File: src/rtl/serial_receiver_if.sv
// Handshake bundle between the serial receiver and its consumer: serial line in,
// received byte out over req/data/ack, plus single-cycle status pulses.
`timescale 1ns/1ps

interface serial_receiver_if;
  logic       rx;
  logic       req;
  logic [7:0] data;
  logic       ack;
  logic       frame_err;
  logic       parity_err;
  logic       overrun;

  // The receiver end produces bytes and status; the consumer end drives the line and ack.
  modport slave  (input  rx, ack,
                  output req, data, frame_err, parity_err, overrun);
  modport master (output rx, ack,
                  input  req, data, frame_err, parity_err, overrun);
endinterface

File: src/rtl/serial_receiver.sv
// UART receiver: 8 data bits LSB first, 1 stop bit, req/data/ack output handshake.
// Define SERIAL_RX_PARITY_EN to add an even-parity bit between data bit 7 and the stop bit.
`timescale 1ns/1ps

module serial_receiver #(
  parameter int CLK_HZ = 50_000_000,
  parameter int BAUD   = 115200
) (
  input  logic               clk,
  input  logic               rst,
  serial_receiver_if.slave   bus_io
);

  localparam int CLKS_PER_BIT = CLK_HZ / BAUD;
  localparam int HALF_BIT     = CLKS_PER_BIT / 2;
  localparam int TIMER_W      = $clog2(CLKS_PER_BIT);
  localparam logic [TIMER_W-1:0] HALF_T = TIMER_W'(HALF_BIT);
  localparam logic [TIMER_W-1:0] LAST_T = TIMER_W'(CLKS_PER_BIT - 1);

  generate
    if (CLKS_PER_BIT < 4) begin : g_bad_baud
      $error("serial_receiver: CLK_HZ/BAUD must be at least 4");
    end
  endgenerate

`ifdef SERIAL_RX_PARITY_EN
  typedef enum logic [2:0] {IDLE, START, DATA, PARITY, STOP, BREAK} state_e;
`else
  typedef enum logic [2:0] {IDLE, START, DATA, STOP, BREAK} state_e;
`endif

  state_e               state_q, state_d;
  logic [1:0]           sync_q;
  logic [TIMER_W-1:0]   timer_q, timer_d;
  logic [2:0]           bit_idx_q, bit_idx_d;
  logic [7:0]           shift_q, shift_d;
  logic [7:0]           data_q, data_d;
  logic                 req_q, req_d;
  logic                 frame_err_q, frame_err_d;
  logic                 overrun_q, overrun_d;
  logic                 rx_s;
  logic                 bit_end;
  logic                 par_bad;
`ifdef SERIAL_RX_PARITY_EN
  logic                 par_bad_q, par_bad_d;
  logic                 parity_err_q, parity_err_d;
  assign par_bad = par_bad_q;
`else
  assign par_bad = 1'b0;
`endif

  assign rx_s    = sync_q[1];
  assign bit_end = (timer_q == LAST_T);

  always_comb begin
    // NOTE: every variable gets a default before the case so no path leaves one unassigned (no latches).
    state_d     = state_q;
    timer_d     = timer_q + TIMER_W'(1);
    bit_idx_d   = bit_idx_q;
    shift_d     = shift_q;
    data_d      = data_q;
    req_d       = req_q && !bus_io.ack;
    frame_err_d = 1'b0;
    overrun_d   = 1'b0;
`ifdef SERIAL_RX_PARITY_EN
    par_bad_d    = par_bad_q;
    parity_err_d = 1'b0;
`endif

    unique case (state_q)
      IDLE: begin
        timer_d   = '0;
        bit_idx_d = '0;
`ifdef SERIAL_RX_PARITY_EN
        par_bad_d = 1'b0;
`endif
        if (!rx_s) state_d = START;
      end
      START: begin
        // Restarting the timer at mid-start-bit puts every later sample at a bit centre.
        if (timer_q == HALF_T) begin
          timer_d = '0;
          state_d = rx_s ? IDLE : DATA;
        end
      end
      DATA: begin
        if (bit_end) begin
          timer_d          = '0;
          shift_d[bit_idx_q] = rx_s;
          bit_idx_d        = bit_idx_q + 3'd1;
          if (bit_idx_q == 3'd7) begin
`ifdef SERIAL_RX_PARITY_EN
            state_d = PARITY;
`else
            state_d = STOP;
`endif
          end
        end
      end
`ifdef SERIAL_RX_PARITY_EN
      PARITY: begin
        if (bit_end) begin
          timer_d   = '0;
          par_bad_d = (^shift_q) ^ rx_s;
          state_d   = STOP;
        end
      end
`endif
      STOP: begin
        if (bit_end) begin
          timer_d = '0;
          if (!rx_s) begin
            frame_err_d = 1'b1;
            state_d     = BREAK;
          end else begin
            state_d = IDLE;
            if (par_bad) begin
`ifdef SERIAL_RX_PARITY_EN
              parity_err_d = 1'b1;
`endif
            end else if (req_q) begin
              // A same-cycle ack still counts as occupied: the new byte is dropped.
              overrun_d = 1'b1;
            end else begin
              data_d = shift_q;
              req_d  = 1'b1;
            end
          end
        end
      end
      BREAK: begin
        timer_d = '0;
        if (rx_s) state_d = IDLE;
      end
      default: state_d = IDLE;
    endcase
  end

  // NOTE: sequential state uses non-blocking assignments so all flops update together at the edge.
  always_ff @(posedge clk or posedge rst) begin
    if (rst) begin
      sync_q      <= 2'b11;
      state_q     <= IDLE;
      timer_q     <= '0;
      bit_idx_q   <= '0;
      shift_q     <= '0;
      data_q      <= '0;
      req_q       <= 1'b0;
      frame_err_q <= 1'b0;
      overrun_q   <= 1'b0;
`ifdef SERIAL_RX_PARITY_EN
      par_bad_q    <= 1'b0;
      parity_err_q <= 1'b0;
`endif
    end else begin
      sync_q      <= {sync_q[0], bus_io.rx};
      state_q     <= state_d;
      timer_q     <= timer_d;
      bit_idx_q   <= bit_idx_d;
      shift_q     <= shift_d;
      data_q      <= data_d;
      req_q       <= req_d;
      frame_err_q <= frame_err_d;
      overrun_q   <= overrun_d;
`ifdef SERIAL_RX_PARITY_EN
      par_bad_q    <= par_bad_d;
      parity_err_q <= parity_err_d;
`endif
    end
  end

  assign bus_io.req       = req_q;
  assign bus_io.data      = data_q;
  assign bus_io.frame_err = frame_err_q;
  assign bus_io.overrun   = overrun_q;
`ifdef SERIAL_RX_PARITY_EN
  assign bus_io.parity_err = parity_err_q;
`else
  assign bus_io.parity_err = 1'b0;
`endif

endmodule

File: src/flat_wrapper.sv
// flat-port wrapper written by rule: the top's interface ports become plain ports
module serial_receiver_flat 
#(
  parameter int CLK_HZ = 50_000_000,
  parameter int BAUD   = 115200
)
  (clk, rst, bus_io_rx, bus_io_ack, bus_io_req, bus_io_data, bus_io_frame_err, bus_io_parity_err, bus_io_overrun);
  serial_receiver_if bus_io_i ();
  input  logic clk;
  input  logic rst;
  input wire logic [$bits(bus_io_i.rx)-1:0] bus_io_rx;
  input wire logic [$bits(bus_io_i.ack)-1:0] bus_io_ack;
  output wire logic [$bits(bus_io_i.req)-1:0] bus_io_req;
  output wire logic [$bits(bus_io_i.data)-1:0] bus_io_data;
  output wire logic [$bits(bus_io_i.frame_err)-1:0] bus_io_frame_err;
  output wire logic [$bits(bus_io_i.parity_err)-1:0] bus_io_parity_err;
  output wire logic [$bits(bus_io_i.overrun)-1:0] bus_io_overrun;
  assign bus_io_i.rx = bus_io_rx;
  assign bus_io_i.ack = bus_io_ack;
  assign bus_io_req = bus_io_i.req;
  assign bus_io_data = bus_io_i.data;
  assign bus_io_frame_err = bus_io_i.frame_err;
  assign bus_io_parity_err = bus_io_i.parity_err;
  assign bus_io_overrun = bus_io_i.overrun;
  serial_receiver #(.CLK_HZ(CLK_HZ), .BAUD(BAUD)) u_core (.clk(clk), .rst(rst), .bus_io(bus_io_i));
endmodule
File: config.mk
export PLATFORM = sky130hd
export DESIGN_NAME = serial_receiver_flat
export DESIGN_NICKNAME = d
export VERILOG_FILES = /design/src/rtl/serial_receiver_if.sv /design/src/rtl/serial_receiver.sv /design/src/flat_wrapper.sv
export SDC_FILE = /design/constraint.sdc
export NUM_CORES = 1
export LEC_CHECK = 0
export ABC_CLOCK_PERIOD_IN_PS = 2170
export CORE_MARGIN = 3
export CORE_UTILIZATION = 55
export CTS_CLUSTER_SIZE = 25
export DETAILED_ROUTE_END_ITERATION = 10
export GPL_ROUTABILITY_DRIVEN = 0
export PLACE_DENSITY = 0.77
export SETUP_SLACK_MARGIN = 0.3
export SLEW_MARGIN = 20
export SYNTH_ARGS = -nofsm -noshare
export SYNTH_HDL_FRONTEND = slang
export SYNTH_SLANG_ARGS = --single-unit
File: constraint.sdc
create_clock -name clk -period 2.17 [get_ports clk]
set_clock_uncertainty 0.1 [all_clocks]
set_input_delay 0.5425 -clock clk [delete_from_list [all_inputs] [get_ports clk]]
set_output_delay 0.5425 -clock clk [all_outputs]
set_load 0.05 [all_outputs]
==> metrics.md, run 1 <==
| Metric | Value |
|---|---|
| Status | `finished, final reports clean` |
| Simple-gate share of the synthesized area | `a little under a quarter` |
| Max-cap check violation count | `0` |
| Post-Synth Adder-Cell Area | `between 2 and 3%` |
| Clock Sinks | `36` |
| Int Power | `roughly 840 uW` |
| Initial Util | `slightly above 60%` |
| Top-count cell post-synth | `dfrtp_1` |
| DRT iter0 DRCs | `between 90 and 100` |
| RSZ-0062 raised after global routing | `yes` |
| Final instance area | `~2100 sq um` |
| Compound-cell area share of the yosys netlist | `6.44%` |
| Commonest cells in the netlist | `34 x dfrtp_1, 14 x nor2_1, 13 x mux2_2` |
| Drt total wl | `about 3.8 mm` |
| Share of cells above drive strength 1 | `between 30 and 40%` |
| Critical Path RT | `between 2 and 2.5 ns` |
| Cell Count, Final, Fillers Out | `around 220` |
| Pleak | `roughly 0.92 nW` |
| FF-to-FF setup slack | `0.27 ns` |
| Worst hold path endpoint | `u_core.sync_q[1]$_DFF_PP1_` |
| Pre-CTS setup slack | `~0.11 ns` |
| CTS Buf Count | `5` |
| Final setup TNS | `0 ns` |
| Syn nets | `roughly 160` |
| Yosys reg bits | `36` |
| Mux cell area share after synthesis | `about a tenth` |
| Reg2Reg Capture Point | `u_core.bus_io.data[5]$_DFFE_PP0P_` |
| Main combinational cell family by area after synthesis | `simple AND/OR/NAND/NOR gates` |
| Clk Latency, worst-skew pair | `0.34 ns` |
| Fillers | `around 200` |
| Post-synth EDFFs | `0` |
| Final Hold Fails | `0` |
| Sequential element share of the synthesized area | `roughly half` |
| Slowest-stage cell, CP | `dfrtp_1` |
| Antenna violations before repair | `0` |
| Multi-input gate area | `~900 sq um` |
| Placed insts | `210` |
| Inserted Diodes | `0` |
| Worst R2R Start | `u_core.timer_q[1]$_DFF_PP0_` |
| Seq pwr share | `a little over three fifths` |
| DR vias | `roughly 1300` |
| Die H | `roughly 63 um` |
| Hold Path Cell Cnt | `0` |
| Post-detail-place hpwl | `about 2.5 mm` |
| Clock power frac | `about a third` |
| Yosys top cell by area | `dfrtp_1` |
| Clock slew at reported path FFs | `around 0.11 ns` |
| CP peak stage delay | `just over 0.4 ns` |
| Worst setup SP type | `flop` |
| Final setup viols | `0` |
| Die ar. | `approximately 3900 sq um` |
| Syn-to-layout area delta | `19.9%` |
| ANT nets after route | `0` |
| Vias in the first global route | `around 1400` |
| FF-to-FF path depth | `7` |
| CTS Root Buffer Type | `clkbuf_4` |
| Placed inst area | `1960 sq um` |
| Switching power | `approximately 230 uW` |
| Worst Hold Class | `flop to flop` |
| Routed WL per cell | `approximately 17 um` |
| Synthesized cell area | `between 1500 and 2000 sq um` |
| I/O pin total | `16` |
| Core footprint | `2900 sq um` |
| Clk buf depth | `2` |
| Synth area leaders | `dfrtp_1 48%, mux2_2 8.3%, dfstp_2 3.0%` |
| Max Clk Rate | `~530 MHz` |
| Nets@finish | `189` |
| GRT Total Usage | `a little over a fifth` |
| Crit path DAT | `2.02 ns` |
| Period minus WS final | `approximately 1.9 ns` |
| Peak VDD IR | `around 0.5 mV` |
| Yosys top cell area share | `between 40% and 50%` |
| Row cnt | `19` |
| Cells along the critical path | `inv_2, ha_4, and4bb_2, nand3_2, nor3_4, buf_6, mux2_4` |
| Xor/xnor cell area share of the yosys netlist | `between 3 and 4%` |
| Grt total ovfl | `0` |
| Logic pwr share | `approximately 2.8%` |
| Sw frac | `about 22%` |
| CP Capture Type | `flop` |
| Clock tree from TritonCTS | `done` |
| Fin util | `approximately three quarters` |
| Tot Pwr | `1.08 mW` |
| Die width | `roughly 63 um` |
| FFs w/ async S/R, synth | `between 90% and 100%` |
| Critical-path maximum fanout | `5` |
| Hold wc startpoint | `u_core.sync_q[0]$_DFF_PP1_` |
| DRC | `0` |
| Final WS setup | `0.275 ns` |
| Vias per cell | `5.89` |
| Synth Flop Type | `dfrtp_1` |
| YS warnings | `0` |
| Pwr dens | `507 nW/um^2` |
| Period utilization | `between 80 and 90%` |
| Hold WS | `0.261 ns` |
| PortBufs | `14` |
| Mean post-synth cell area | `approximately 11 sq um` |
| Largest net degree at the start of global routing | `37` |
| FF+latch area | `907 sq um` |
| First-pass GRT wire length | `6.48 mm` |
| Cell count after synthesis | `between 150 and 200` |
| Fin. max-slew vios | `0` |
| Post-synth cell types | `43` |
| Max H-tree Level | `2` |
| Drt pass-1 iters | `4` |
| Crit path kind | `flop to flop` |
==> cell usage in the layout (no fill, tap or decap), types with 4 or more instances in the layout <==
master	n
dfrtp_1	31
mux2_4	8
nor2_1	14
clkbuf_4	5
mux2_2	5
clkbuf_2	8
nand2_1	12
a21oi_1	4
nand3_1	7
inv_1	5
buf_4	8
xnor2_1	5
==> what timing repair did <==
action                     CTS  global route
pin swaps                    4             5
setup buffers                4             1
resized for setup           29            19
gates cloned                 1             0
hold buffers                 0             0
setup endpoints to repair   35            32
==> logic make-up (layout without fill, tap and decap cells) <==
kind of cell | Yosys count | count (layout)
compound gates | 15 | 16
mux | 16 | 16
flops | 36 | 36
buf+inv | 11 | 36
simple gates | 66 | 66
fa+ha+maj | 4 | 4
xor+xnor | 7 | 7
other cells | 1 | 1
==> critical path: cells and delay by family, from the launching register on <==
kind | cells | cell delay [ns]
buffers and inverters | 2 | 0.24
muxes | 1 | 0.30
and+or+nand+nor | 3 | 0.59
DFF | 1 | 0.41
adders and majority gates | 1 | 0.14
==> sequential cells by signal, indices dropped and copies added, names as in the netlist <==
| name | count |
|---|---|
| u_core.shift_q | 8 |
| u_core.state_q | 3 |
| u_core.bus_io.overrun | 1 |
| u_core.bus_io.req | 1 |
| u_core.bus_io.frame_err | 1 |
| u_core.timer_q | 9 |
| u_core.sync_q | 2 |
| u_core.bus_io.data | 8 |
| u_core.bit_idx_q | 3 |
==> how the worst max path moves through the flow <==
stage	from	to	slack [ns]	cells after the start
floorplan	u_core.timer_q[1]$_DFF_PP0_	u_core.bus_io.data[0]$_DFFE_PP0P_	0.31	6
global placement	u_core.timer_q[1]$_DFF_PP0_	u_core.bus_io.data[1]$_DFFE_PP0P_	0.20	6
detailed placement	u_core.timer_q[1]$_DFF_PP0_	u_core.bus_io.data[2]$_DFFE_PP0P_	0.11	6
CTS	u_core.bus_io.data[2]$_DFFE_PP0P_	bus_io_data[2]	0.27	1
global route	u_core.timer_q[1]$_DFF_PP0_	u_core.bus_io.data[3]$_DFFE_PP0P_	0.22	7
finish	u_core.timer_q[1]$_DFF_PP0_	u_core.bus_io.data[5]$_DFFE_PP0P_	0.27	7
==> metal layers <==
metal | vias to the layer above | track usage, % | part of all wire [%]
met5 | - | 0 | 0
met4 | 0 | 10.2 | 2.4
met3 | 8 | 5.94 | 4.9
met2 | 46 | 31.4 | 46
met1 | 660 | 28.4 | 46
li1 | 606 | - | -
==> area by class of cell <==
class                   instances  area share [%]
repair buffers                 22            7.67
well taps                      42            2.48
inverters                       6            1.06
multi-input cells             110            43.2
clock buffers                   8            2.77
flip-flops and latches         36            42.8
==> power by group through the flow <==
stage               registers (mW)  logic (mW)  clock network, mW
global placement             0.688      0.0303                  0
floorplan                    0.688      0.0191                  0
CTS                          0.675      0.0309              0.386
finish                       0.675      0.0298              0.372
global route                 0.675      0.0332              0.415
detailed placement           0.688      0.0310                  0
Power figures use the tool's default switching activity.
==> run 2, diff against run 1 <==
Settings changed: CORE_MARGIN 3 to 2.
==> run 2 against run 1 <==
  * Hold slack better by 0.0084 ns
  * First-iteration DRC count down 5.1%
  * Via count up 0.83%
  * Combinational power up 2%
  * Sequential power about the same
  * Sequential share of layout area down 2.0 points
  * Largest cell class unchanged
  * Register-to-register slack worse by 0.12 ns
  * Clock-buffer cell count down 2
==> metrics.md, run 2 (synthesis gave the netlist of run 1 again) <==
| Metric | Value |
|---|---|
| Rel. slew slack | `55.5%` |
| Most common cell after layout, fill and taps aside | `dfrtp_1` |
| Clk Latency, worst-skew pair | `about 0.34 ns` |
| Final setup viols | `0` |
| Antenna violations before repair | `0` |
| Critical Path RT | `2.33 ns` |
| Routed WL per cell | `between 15 and 20 um` |
| CP Capture Type | `flop` |
| Post-CTS Hold Buffers | `0` |
| Period utilization | `93.1%` |
| Max H-tree Level | `2` |
| Pleak | `just under 1 nW` |
| Peak VDD IR | `~0.48 mV` |
| Vias per cell | `between 5 and 6` |
| Clock slew at reported path FFs | `about 0.10 ns` |
| CTS Root Buffer Type | `clkbuf_4` |
| First-pass GRT wire length | `6.38 mm` |
| Drt total wl | `slightly above 4 mm` |
| Share of cells above drive strength 1 | `37.8%` |
| Initial Util | `approximately 58%` |
| Fin. max-slew vios | `0` |
| DRC | `0` |
| Most frequent cells in the layout | `30 x dfrtp_1, 14 x nor2_1, 12 x nand2_1, 11 x buf_4` |
| Fillers | `~220` |
| Worst Hold Class | `flop to flop` |
| Critical-path maximum fanout | `5` |
| Slowest-stage cell, CP | `a31oi_1` |
| Vias in the first global route | `around 1400` |
| Switching power | `between 200 and 250 uW` |
| Max Clk Rate | `495 MHz` |
| Die width | `60.7 um` |
| Worst setup SP type | `flop` |
| Max-cap check violation count | `0` |
| CP peak stage delay | `approximately 0.52 ns` |
| Grt total ovfl | `0` |
| Clock Sinks | `36` |
| Final setup TNS | `0 ns` |
| Die ar. | `approximately 3700 sq um` |
| Clock power frac | `between 30% and 40%` |
| Clk buf depth | `2` |
| DR vias | `between 1000 and 1500` |
| Syn-to-layout area delta | `26.0%` |
| GRT Total Usage | `between 20% and 30%` |
| Post-detail-place hpwl | `about 2.3 mm` |
| DRT iter0 DRCs | `94` |
| Crit path DAT | `roughly 2.2 ns` |
| Inserted Diodes | `0` |
| Crit path kind | `flop to flop` |
| Logic pwr share | `around 2.6%` |
| Final instance area | `2230 sq um` |
| Core footprint | `3050 sq um` |
| Die H | `60.7 um` |
| Drt pass-1 iters | `4` |
| I/O pin total | `16` |
| CTS Buf Count | `5` |
| RSZ-0062 raised after global routing | `yes` |
| Seq pwr share | `57.6%` |
| Period minus WS final | `approximately 2.0 ns` |
| Hold WS | `approximately 0.27 ns` |
| PortBufs | `14` |
| ANT nets after route | `0` |
| Clock tree from TritonCTS | `done` |
| Crit-path leading delay family | `compound AO/OA/AOI/OAI gates` |
| Pwr dens | `525 nW/um^2` |
| Fin util | `73.0%` |
| Worst-Margin Slew | `about 0.66 ns` |
| Status | `finished, final reports clean` |
| CP bufs+invs | `1` |
| Max reg flops | `9` |
| Row cnt | `20` |
| Sw frac | `roughly a fifth` |
| Int Power | `923 uW` |
| Final Hold Fails | `0` |
| Placed inst area | `1980 sq um` |
| Cells along the critical path | `ha_4, and4bb_2, buf_4, a31oi_1, a31oi_4, nor2_1` |
| Nets@finish | `a little under 200` |
| Largest net degree at the start of global routing | `37` |
| Largest reg by FF count | `u_core.timer_q` |
==> run 2: power by group through the flow <==
stage / clock network, mW / registers [mW] / logic, mW
6_report: 0.466 / 0.675 / 0.0303
5_1_grt: 0.508 / 0.675 / 0.0341
4_1_cts: 0.470 / 0.675 / 0.0312
3_5_place_dp: 0 / 0.688 / 0.0308
3_3_place_gp: 0 / 0.687 / 0.0298
2_1_floorplan: 0 / 0.688 / 0.0191
==> run 2: what timing repair did <==
action	4_1_cts	5_1_grt
resized for setup	27	29
pin swaps	2	4
setup buffers	6	3
cloned	2	0
setup endpoints to repair	34	36
==> run 2: final timing paths <==
check                                             from                            end  slack (ns)  cells after the start
setup / recovery           u_core.timer_q[0]$_DFF_PP0_    u_core.timer_q[3]$_DFF_PP0_        0.15                      6
min in group asynchronous                          rst  u_core.shift_q[2]$_DFFE_PP0P_        0.50                      3
hold reg to reg             u_core.sync_q[0]$_DFF_PP1_     u_core.sync_q[1]$_DFF_PP1_        0.27                      0
hold / removal              u_core.sync_q[0]$_DFF_PP1_     u_core.sync_q[1]$_DFF_PP1_        0.27                      0
max in group asynchronous                          rst     u_core.sync_q[0]$_DFF_PP1_        1.13                      3
setup reg to reg           u_core.timer_q[0]$_DFF_PP0_    u_core.timer_q[3]$_DFF_PP0_        0.15                      6
==> run 2: layout make-up <==
cell class	instances	area [sq um]	share of cell area, %
tap	44	55.1	2.47
clock buffer	6	41.3	1.85
inverter	6	22.5	1.01
timing repair buffer	28	238	10.7
sequential	36	908	40.7
clock inverter	2	35.0	1.57
multi-input combinational	110	930	41.7
==> run 2: per-stage QoR <==
stage               worst slack, ns  instances  power, mW
floorplan                     0.308        156      0.707
global placement              0.198        213      0.717
detailed placement            0.139        213      0.718
CTS                           0.211        229       1.18
global route                  0.143        232       1.22
finish                        0.150        232       1.17
==> run 2: routing by layer <==
| metal | routed length, um | part of all wire (%) | global-route usage (%) | vias up |
|---|---|---|---|---|
| li1 | - | - | - | 620 |
| met1 | 1770 | 44 | 31.8 | 646 |
| met2 | 1960 | 48 | 37.0 | 55 |
| met3 | 251 | 6.2 | 8.32 | 10 |
| met4 | 68 | 1.7 | 9.01 | 0 |
| met5 | 0 | 0 | 0 | - |
==> run 3, diff against run 2 <==
Settings changed: ABC_CLOCK_PERIOD_IN_PS 2170 to default, CORE_UTILIZATION 55 to 25, PLACE_DENSITY 0.77 to default.
==> run 3 against run 2 <==
  * Hold slack lost 0.020 ns
  * Clock power grew 25%
  * Via count shrank 5.0%
  * Largest power group unchanged
  * Highest routed layer unchanged
==> metrics.md, run 3 (synthesis gave the netlist of run 1 again) <==
| Metric | Value |
|---|---|
| Post-CTS Hold Buffers | `0` |
| Grt total ovfl | `0` |
| Critical Path Source | `u_core.timer_q[6]$_DFF_PP0_` |
| Final setup viols | `0` |
| Vias per cell | `4.50` |
| CTS Buf Count | `5` |
| Hold WS | `roughly 0.25 ns` |
| Max Clk Rate | `~520 MHz` |
| Post-detail-place hpwl | `between 2 and 2.5 mm` |
| FF-to-FF setup slack | `between 0.2 and 0.25 ns` |
| Pwr dens | `between 500 and 600 nW/um^2` |
| Inserted Diodes | `0` |
| Fin. max-slew vios | `0` |
| Final Hold Fails | `0` |
| Worst setup SP type | `flop` |
| DRC | `0` |
| Vias in the first global route | `~1200` |
| Slowest-stage cell, CP | `dfrtp_2` |
| Pleak | `a little under 1 nW` |
| Worst R2R Start | `u_core.timer_q[6]$_DFF_PP0_` |
| FF-to-FF path depth | `4` |
| Largest reg by FF count | `u_core.timer_q` |
| Clock Sinks | `36` |
| Reg2Reg Capture Point | `u_core.shift_q[3]$_DFFE_PP0P_` |
| Max-cap check violation count | `0` |
| Core footprint | `6830 sq um` |
| Share of cells above drive strength 1 | `between 30% and 40%` |
| Crit path kind | `flop to flop` |
| Worst Hold Class | `flop to flop` |
| CP peak stage delay | `between 0.4 and 0.5 ns` |
| Final WS setup | `0.237 ns` |
| ANT nets after route | `0` |
| Routed WL per cell | `around 13 um` |
| Setup crit end | `u_core.shift_q[3]$_DFFE_PP0P_` |
| DR vias | `1265` |
| Pre-CTS setup slack | `approximately 0.19 ns` |
| Period utilization | `approximately 89%` |
| Max H-tree Level | `2` |
| Die ar. | `7770 sq um` |
| Syn-to-layout area delta | `28.9%` |
| Nets@finish | `192` |
| Peak VDD IR | `around 0.19 mV` |
| CTS Root Buffer Type | `clkbuf_8` |
| Max reg flops | `9` |
| CP Capture Type | `flop` |
| Clk buf depth | `2` |
| Final setup TNS | `0 ns` |
| DRT iter0 DRCs | `114` |
| PortBufs | `14` |
| Cells along the critical path | `or3b_4, nor4_4, nand3_1, mux2_4` |
| Fillers | `730` |
| Die width | `around 88 um` |
| Clock slew at reported path FFs | `about 0.070 ns` |
| Critical-path maximum fanout | `5` |
| Crit path DAT | `~2 ns` |
| Most common cell after layout, fill and taps aside | `dfrtp_1` |
| GRT Total Usage | `about a tenth` |
| Status | `finished, final reports clean` |
| Critical Path RT | `2.25 ns` |
| Die H | `88.1 um` |
| Period minus WS final | `slightly below 2 ns` |
| Clk Latency, worst-skew pair | `between 0.2 and 0.3 ns` |
| Drt pass-1 iters | `4` |
| Most frequent cells in the layout | `31 x dfrtp_1, 14 x nor2_1, 12 x nand2_1, 12 x buf_4, 9 x mux2_4` |
| Antenna violations before repair | `0` |
| Initial Util | `about a quarter` |
| RSZ-0062 raised after global routing | `yes` |
| Largest net degree at the start of global routing | `37` |
| Clock tree from TritonCTS | `done` |
| Row cnt | `30` |
| Drt total wl | `approximately 3.5 mm` |
| First-pass GRT wire length | `between 6 and 7 mm` |
| I/O pin total | `16` |
## run 3: cell count changes in the layout (fill, tap and decap cells not counted), sizes merged
cell           previous run  this run
dlygate4sd2               0         8
clkdlybuf4s15             1         0
clkbuf                   15         6
buf                      15        14
## run 3: worst min-delay path by stage
stage,start,end,slack [ns],cells past startpoint
finish,u_core.sync_q[0]$_DFF_PP1_,u_core.sync_q[1]$_DFF_PP1_,0.25,0
global placement,u_core.sync_q[0]$_DFF_PP1_,u_core.sync_q[1]$_DFF_PP1_,0.25,0
CTS,u_core.sync_q[0]$_DFF_PP1_,u_core.sync_q[1]$_DFF_PP1_,0.25,0
detailed placement,u_core.sync_q[0]$_DFF_PP1_,u_core.sync_q[1]$_DFF_PP1_,0.25,0
floorplan,u_core.sync_q[0]$_DFF_PP1_,u_core.sync_q[1]$_DFF_PP1_,0.25,0
global route,u_core.sync_q[0]$_DFF_PP1_,u_core.sync_q[1]$_DFF_PP1_,0.25,0
## run 3: critical path, delay by kind of cell, from the launching register on
| kind | cells | cell delay (ns) |
|---|---|---|
| and+or+nand+nor | 3 | 0.95 |
| DFF | 1 | 0.45 |
| muxes | 1 | 0.33 |
## run 3: final cells by class
cell class,count,area [sq um],area share (%)
clock buffers,6,72.6,3.18
multi-input cells,110,911,39.9
repair buffers,25,213,9.33
clock inverters,2,35.0,1.54
flip-flops and latches,36,907,39.8
well taps,96,120,5.27
inverters,6,22.5,0.987
## run 3: repair_timing
item | 4_1_cts | 5_1_grt
endpoints found under the setup margin | 33 | 23
gates cloned | 2 | 0
buffers inserted | 3 | 3
resized for setup | 17 | 12
pin swaps | 3 | 6
## run 3: where the power goes
group | internal, mW | switching [mW]
registers | 0.674 | 0.000646
logic | 0.00810 | 0.0219
clock network | 0.341 | 0.240
## run 3: stage by stage
| step | power (mW) | area (sq um) | utilization (%) | cells |
|---|---|---|---|---|
| 6_report | 1.29 | 2280 | 33.4 | 281 |
| 3_3_place_gp | 0.719 | 2040 | 29.8 | 265 |
| 2_1_floorplan | 0.707 | 1780 | - | 156 |
| 3_5_place_dp | 0.719 | 2040 | 29.8 | 265 |
| 4_1_cts | 1.30 | 2220 | 32.5 | 278 |
| 5_1_grt | 1.34 | 2280 | 33.4 | 281 |
## run 3: metal layers
| layer | global-route usage [%] | up-vias | share of wire, % |
|---|---|---|---|
| li1 | - | 609 | - |
| met1 | 13.7 | 622 | 50 |
| met2 | 15.3 | 28 | 45 |
| met3 | 3.20 | 6 | 3.7 |
| met4 | 3.31 | 0 | 1.4 |
| met5 | 0 | - | 0 |
